## src/rtl/timing_pkg.sv

```systemverilog
// Shared defaults and arithmetic helpers for the symbol-timing loop.
//   WP_DEF / WE_DEF : default loop-word and TED error widths
//   lock_state_t    : lock detector states
//   step_nom        : rounded nominal NCO step, round(2^wp / osf)
//   sat_add         : signed add clamped to +/-lim
//   abs_sat         : |e| of a we-bit signed value, most-negative maps to max positive
package timing_pkg;

  localparam int unsigned WP_DEF = 32;
  localparam int unsigned WE_DEF = 18;

  typedef enum logic {
    LK_UNLOCKED,
    LK_LOCKED
  } lock_state_t;

  function automatic logic [63:0] step_nom(input int unsigned osf, input int unsigned wp);
    logic [63:0] full;
    full = 64'd1 << wp;
    return (full + 64'(osf / 2)) / 64'(osf);
  endfunction

  function automatic logic signed [63:0] sat_add(input logic signed [63:0] a,
                                                 input logic signed [63:0] b,
                                                 input logic signed [63:0] lim);
    logic signed [63:0] s;
    s = a + b;
    if (s > lim)       return lim;
    else if (s < -lim) return -lim;
    else               return s;
  endfunction

  function automatic logic [63:0] abs_sat(input logic signed [63:0] e, input int unsigned we);
    logic signed [63:0] most_neg;
    most_neg = -(64'sd1 <<< (we - 1));
    if (e == most_neg) return (64'd1 << (we - 1)) - 64'd1;
    else if (e < 0)    return 64'(-e);
    else               return 64'(e);
  endfunction

endpackage

```

## src/rtl/pi_loop_filter.sv

```systemverilog
// Proportional-integral loop filter for the timing loop.
//   clk, reset_n : clock, synchronous active-low reset
//   loop_en      : 0 clears integrator and output on the next clock
//   e_valid      : qualifies e
//   e            : signed TED error, WE bits
//   v            : registered signed step correction, clamped to +/-V_MAX
module pi_loop_filter
  import timing_pkg::*;
#(
  parameter int unsigned   WE        = WE_DEF,
  parameter int unsigned   WP        = WP_DEF,
  parameter int unsigned   ERR_SCALE = 12,
  parameter int unsigned   KP_SH     = 2,
  parameter int unsigned   KI_SH     = 8,
  parameter logic [WP-1:0] V_MAX     = '0
) (
  input  logic                 clk,
  input  logic                 reset_n,
  input  logic                 loop_en,
  input  logic                 e_valid,
  input  logic signed [WE-1:0] e,
  output logic signed [WP-1:0] v
);

  localparam logic signed [63:0] LIM = $signed(64'(V_MAX));

  logic signed [WP-1:0] e_ext;
  logic signed [WP-1:0] prop;
  logic signed [WP-1:0] integ_inc;
  logic signed [WP-1:0] integ;
  logic signed [WP-1:0] integ_next;
  logic signed [WP-1:0] v_next;

  always_comb begin
    e_ext      = {{(WP-WE){e[WE-1]}}, e} <<< ERR_SCALE;
    prop       = e_ext >>> KP_SH;
    integ_inc  = e_ext >>> KI_SH;
    // Both sums run at 64 bits so the clamp sees the true value before truncation.
    integ_next = WP'(sat_add(64'(integ), 64'(integ_inc), LIM));
    v_next     = WP'(sat_add(64'(prop), 64'(integ_next), LIM));
  end

  always_ff @(posedge clk) begin
    if (!reset_n) begin
      integ <= '0;
      v     <= '0;
    end else if (!loop_en) begin
      integ <= '0;
      v     <= '0;
    end else if (e_valid) begin
      integ <= integ_next;
      v     <= v_next;
    end
  end

endmodule

```

## src/rtl/timing_loop_nco.sv

```systemverilog
// Symbol-timing loop stage: PI filter, phase-accumulator NCO with symbol
// strobe and fractional offset, and error-magnitude lock detector.
//   clk, reset_n : clock, synchronous active-low reset
//   iq_val_i     : sample enable, advances the NCO
//   e_i, e_valid_i : signed TED error and qualifier
//   loop_en_i    : 0 opens the loop (NCO runs at the nominal step)
//   sym_valid_o  : one-cycle symbol strobe
//   mu_o         : fractional timing offset, updated with the strobe
//   v_o          : signed loop-filter output
//   lock_o       : timing lock
module timing_loop_nco
  import timing_pkg::*;
#(
  parameter int unsigned OSF       = 20,
  parameter int unsigned WE        = WE_DEF,
  parameter int unsigned WP        = WP_DEF,
  parameter int unsigned WMU       = 16,
  parameter int unsigned ERR_SCALE = 12,
  parameter int unsigned KP_SH     = 2,
  parameter int unsigned KI_SH     = 8,
  parameter int unsigned LOCK_THR  = 2048,
  parameter int unsigned LOCK_N    = 64
) (
  input  logic                  clk,
  input  logic                  reset_n,
  input  logic                  iq_val_i,
  input  logic signed [WE-1:0]  e_i,
  input  logic                  e_valid_i,
  input  logic                  loop_en_i,
  output logic                  sym_valid_o,
  output logic [WMU-1:0]        mu_o,
  output logic signed [WP-1:0]  v_o,
  output logic                  lock_o
);

  localparam logic [WP-1:0] STEP_NOM = WP'(step_nom(OSF, WP));
  localparam logic [WP-1:0] V_MAX    = STEP_NOM >> 3;
  localparam int unsigned   WO       = $clog2(OSF + 1);
  localparam int unsigned   WC       = $clog2(LOCK_N + 1);

  // Loop filter
  pi_loop_filter #(
    .WE        (WE),
    .WP        (WP),
    .ERR_SCALE (ERR_SCALE),
    .KP_SH     (KP_SH),
    .KI_SH     (KI_SH),
    .V_MAX     (V_MAX)
  ) u_filter (
    .clk     (clk),
    .reset_n (reset_n),
    .loop_en (loop_en_i),
    .e_valid (e_valid_i),
    .e       (e_i),
    .v       (v_o)
  );

  // NCO: uses the registered v, so a coincident error only affects later samples
  logic [WP-1:0]     phase;
  logic [WP-1:0]     step;
  logic [WP:0]       sum;
  logic [WP+WO-1:0]  prod;
  logic [WO+WMU-1:0] prod_hi;
  logic [WMU-1:0]    mu_next;

  always_comb begin
    step    = STEP_NOM + $unsigned(v_o);
    sum     = {1'b0, phase} + {1'b0, step};
    prod    = sum[WP-1:0] * (WP+WO)'(OSF);
    prod_hi = (WO+WMU)'(prod >> (WP - WMU));
    // Any bit above 2^WP means the product saturates to all ones.
    mu_next = (prod_hi[WO+WMU-1:WMU] != '0) ? '1 : prod_hi[WMU-1:0];
  end

  always_ff @(posedge clk) begin
    if (!reset_n) begin
      phase       <= '0;
      sym_valid_o <= 1'b0;
      mu_o        <= '0;
    end else begin
      sym_valid_o <= 1'b0;
      if (iq_val_i) begin
        phase       <= sum[WP-1:0];
        sym_valid_o <= sum[WP];
        if (sum[WP]) mu_o <= mu_next;
      end
    end
  end

  // Lock detector
  lock_state_t   state, state_next;
  logic [WC-1:0] good_cnt;
  logic [WC-1:0] bad_cnt;
  logic          good;
  logic          upd;

  always_comb begin
    good = abs_sat(64'(e_i), WE) < 64'(LOCK_THR);
    upd  = e_valid_i & loop_en_i;
  end

  always_ff @(posedge clk) begin
    if (!reset_n) begin
      good_cnt <= '0;
      bad_cnt  <= '0;
    end else if (upd) begin
      if (good) begin
        bad_cnt <= '0;
        if (good_cnt != WC'(LOCK_N)) good_cnt <= good_cnt + WC'(1);
      end else begin
        good_cnt <= '0;
        if (bad_cnt != WC'(LOCK_N)) bad_cnt <= bad_cnt + WC'(1);
      end
    end
  end

  always_ff @(posedge clk) begin
    if (!reset_n) state <= LK_UNLOCKED;
    else          state <= state_next;
  end

  // Transition on the error that brings a count to LOCK_N.
  always_comb begin
    state_next = state;
    if (upd) begin
      if (good && good_cnt >= WC'(LOCK_N - 1))
        state_next = LK_LOCKED;
      else if (!good && bad_cnt >= WC'(LOCK_N - 1))
        state_next = LK_UNLOCKED;
    end
  end

  always_comb begin
    lock_o = (state == LK_LOCKED);
  end

endmodule

```

## config.mk

```make
export PLATFORM = sky130hd
export DESIGN_NAME = timing_loop_nco
export DESIGN_NICKNAME = d
export VERILOG_FILES = /design/src/rtl/timing_pkg.sv /design/src/rtl/pi_loop_filter.sv /design/src/rtl/timing_loop_nco.sv
export SDC_FILE = /design/constraint.sdc
export NUM_CORES = 1
export LEC_CHECK = 0
export BUFFER_PORTS_ARGS = -buffer_cell sky130_fd_sc_hd__buf_4
export CAP_MARGIN = 25
export CORE_ASPECT_RATIO = 1.4
export CORE_MARGIN = 4
export CORE_UTILIZATION = 50
export CTS_CLUSTER_SIZE = 10
export DETAILED_ROUTE_END_ITERATION = 7
export PLACE_DENSITY = 0.7
export SYNTH_ARGS = -nofsm -noshare
export SYNTH_HDL_FRONTEND = slang
export SYNTH_SLANG_ARGS = --single-unit
```

## constraint.sdc

```tcl
create_clock -name clk -period 14.5 [get_ports clk]
set_clock_uncertainty 0.15 [all_clocks]
set_input_delay 0 -clock clk [delete_from_list [all_inputs] [get_ports clk]]
set_output_delay 0 -clock clk [all_outputs]
set_load 0.005 [all_outputs]
```

==> metrics.md <==
| Metric | Value |
|---|---|
| Proportion of synthesized area in mux cells | 0.04463 |
| Gr usage total | 0.2290 |
| Fmax | 114.9 MHz |
| H-Tree Depth | 4 |
| # Max-Cap Violations | 0 |
| RSZ-0062 raised after global routing | no |
| Post-synthesis compound-gate area fraction | 0.2545 |
| TritonCTS clock tree | built |
| Fin nets | between 1500 and 2000 |
| Synthesized area | approximately 12000 um^2 |
| CP Data Arrival Time | between 8 and 9 ns |
| Worst Hold Class | input pin to flop |
| XOR/XNOR Fraction of Synth Area | 0.08241 |
| DP HPWL | 22560 um |
| Final setup fails | 0 |
| Min cycle time layout | 8.701 ns |
| Post_cts resized | 0 |
| Total power | between 2 and 2.5 mW |
| DRT iter0 DRCs | ~570 |
| Internal | ~1.2 mW |
| Worst-Margin Slew | about 1.1 ns |
| Setup_tns | 0 ns |
| Largest net degree at the start of global routing | between 60 and 70 |
| Synth unique cells | 80 |
| Final ANT Viol Nets | 0 |
| Top Ports | 73 |
| Die Width | around 140 um |
| # rows | 65 |
| Run status | finished clean |
| Synth warnings | 0 |
| Routed vias | about 11000 |
| Area after DPL | 12430 um^2 |
| Seq cells post-synth | between 100 and 150 |
| Core area | between 20000 and 25000 um^2 |
| Peak VDD IR | slightly below 0.1 mV |
| Clock Latency Late Sink | 0.43 ns |
| Critical Path RT | ~15 ns |
| Crit path kind | flop to flop |
| Initial antenna violation count | 0 |
| Startpoint Class | flop |
| Comb power frac | 0.573 |
| Syn Area/Cell | about 8 um^2 |
| Leak pwr | slightly below 6 nW |
| CTS root buffer | clkbuf_16 |
| Post-synthesis sequential area ratio | 0.2192 |
| Die height | approximately 190 um |
| Vias per cell | 5.993 |
| Worst Setup End Kind | flop |
| Period Utilization, post-route | 0.6001 |
| DRC | 0 |
| Clock slew at reported path FFs | ~0.06 ns |
| Largest family of logic cells by synthesized area | compound AO/OA/AOI/OAI gates |
| Starting Density | 0.5134 |
| Pre-Repair DR Iteration Count | 5 |
| Port Buf Inserts | approximately 70 |
| First-pass GRT wire length | 48960 um |
| Final Wtd Congestion | 0.9369 |
| Post-route cell area | roughly 13000 um^2 |
| Post-synth EDFFs | 0 |
| Crit Path Max Fanout | 25 |
| Syn Nets | roughly 1600 |
| Share of cells above drive strength 1 | 0.1037 |
| Ys flop type | dfxtp_1 |
| Num CTS Buffers | 17 |
| Clock Power Share | 0.234 |
| Post-synth ARST share | 0 |
| Vias in the first global route | between 10000 and 15000 |
| Routed wire per std cell | 16.53 um |
| Sw Ratio | 0.4104 |
| N_diodes | 0 |
| Clock buffer depth | 2 |
| Power Density | 160.4 nW/um^2 |
| Slew headroom | 0.2985 |
| Max-slew violations | 0 |
| Post-synthesis adder-cell area fraction | 0.1603 |
| Full die area | roughly 26000 um^2 |
| Cell count after synthesis | roughly 1400 |
| Area Overhead vs Synth | 12.25% |
| Clock tree sinks | between 100 and 150 |
| Synth Area in Simple Gates | 0.2044 |
| Drt total wl | approximately 30000 um |
| Net Sw Power | about 860 uW |
| GR Overflow Total | 0 |
| Seq pwr share | 0.193 |
| Final Hold Vio Count | 0 |
## cell usage in the layout (no fill, tap or decap), drive strengths merged, types with 7 or more instances in the layout
master  instances
xnor2          69
ha            145
nor4            9
o21bai          8
nor3           34
and2           30
o221a          18
buf            78
a221oi         10
nor2b          56
o21ai          72
and3           16
dfxtp         128
or2            11
or3            10
xor2           41
a31oi          29
inv            47
nor2          111
a21o           40
a21oi         105
a211oi         29
or4             7
mux2i          51
o211ai         12
nand4          17
nand2         101
clkbuf         23
nand3          24
nand2b         18
o21a           27
## synth_stat cells (all sizes together) (12+ instances only)
master / instances / area, um^2
dfxtp: 128 / 2562
a211oi: 29 / 232.7
o21ai: 72 / 360.3
nand3: 24 / 120.1
buf: 16 / 96.34
nor2: 111 / 416.7
nand2: 101 / 379.1
nor3: 34 / 170.2
a21o: 40 / 300.3
nor2b: 56 / 350.3
nand2b: 18 / 112.6
clkbuf: 35 / 131.4
mux2i: 51 / 510.5
o221a: 18 / 202.7
a31oi: 29 / 181.4
inv: 47 / 176.4
o21a: 27 / 202.7
xor2: 41 / 359.1
ha: 145 / 1814
o211ai: 12 / 108.9
a21oi: 105 / 525.5
and3: 16 / 100.1
xnor2: 69 / 604.3
nand4: 17 / 106.4
and2: 30 / 187.7
## worst max-delay path: stages, from the launching register on
cell,delay [ns]
dfxtp_1,0.34
ha_1,0.19
inv_1,0.06
fa_1,0.41
nor2b_1,0.15
o2111ai_1,0.15
a21oi_1,0.26
a211oi_1,0.20
o31ai_1,0.51
a31oi_1,0.18
o221ai_1,0.76
inv_1,0.52
nor2_1,0.21
buf_4,0.27
a21oi_1,0.10
ha_1,0.39
a21o_1,0.21
a2111oi_0,0.68
a31oi_1,0.36
a41oi_1,0.35
a21oi_1,0.12
xnor2_1,0.14
or4_1,0.58
o21ai_2,0.85
o2111a_1,0.32
a211oi_1,0.06
## power by group through the flow
| stage | Combinational, mW | Sequential [mW] | Clock [mW] |
|---|---|---|---|
| 2_1_floorplan | 0.967 | 0.407 | 0 |
| 3_3_place_gp | 1.18 | 0.412 | 0 |
| 3_5_place_dp | 1.19 | 0.413 | 0 |
| 4_1_cts | 1.21 | 0.406 | 0.502 |
| 5_1_grt | 1.38 | 0.410 | 0.515 |
| 6_report | 1.21 | 0.406 | 0.493 |
## cells by family after synthesis
family,Yosys count
DFF,128
xor gates and xnor gates,110
and+or+nand+nor,464
buffers and inverters,98
AOI/OAI and AO/OA,424
adders and majority gates,148
muxes,52
## metrics by stage
step	utilization	hold slack (ns)	setup WS, ns	std cells
detailed placement	0.5458	0.2318	5.889	1752
global placement	0.5458	0.2303	5.997	1752
global route	0.5763	0.05288	5.119	1786
CTS	0.5763	0.007974	5.775	1786
floorplan	-	0.1342	7.262	1424
finish	0.5763	0.02250	5.799	1786
## worst paths after layout
kind              slack (ns)  depth (start not counted)            endpoint                from
setup / recovery        5.80                         25       u_filter.v[5]   u_filter.integ[4]
hold / removal          0.02                          4  u_filter.integ[20]           loop_en_i
setup reg to reg        5.80                         25       u_filter.v[5]   u_filter.integ[4]
hold reg to reg         0.31                          1  u_filter.integ[29]  u_filter.integ[29]
## state kept, by name, summed over array words and instances (netlist names)
register / cells
u_filter.integ: 32
phase: 32
mu_o: 16
lock_o: 1
u_filter.v: 32
good_cnt: 7
sym_valid_o: 1
bad_cnt: 7
## per-layer routing
layer,up-vias,global-route usage,part of all wire
met5,-,0,0
met4,0,0.08679,0.033
met3,69,0.03110,0.037
met2,239,0.4265,0.51
met1,5019,0.2593,0.42
li1,5376,-,-
## final cells by class
cell class / count / area (um^2)
fill: 2094 / 9648
multi-input combinational: 1198 / 8728
inverter: 47 / 176.4
tap: 301 / 376.6
sequential: 128 / 2562
clock inverter: 9 / 176.4
timing repair buffer: 80 / 605.6
clock buffer: 23 / 498.0
## timing repair
item,in CTS,in global routing
hold buffers,2,0
endpoints found under the hold margin,56,0
buffers inserted,0,0
Note: power is estimated with default switching activity, not from simulation.
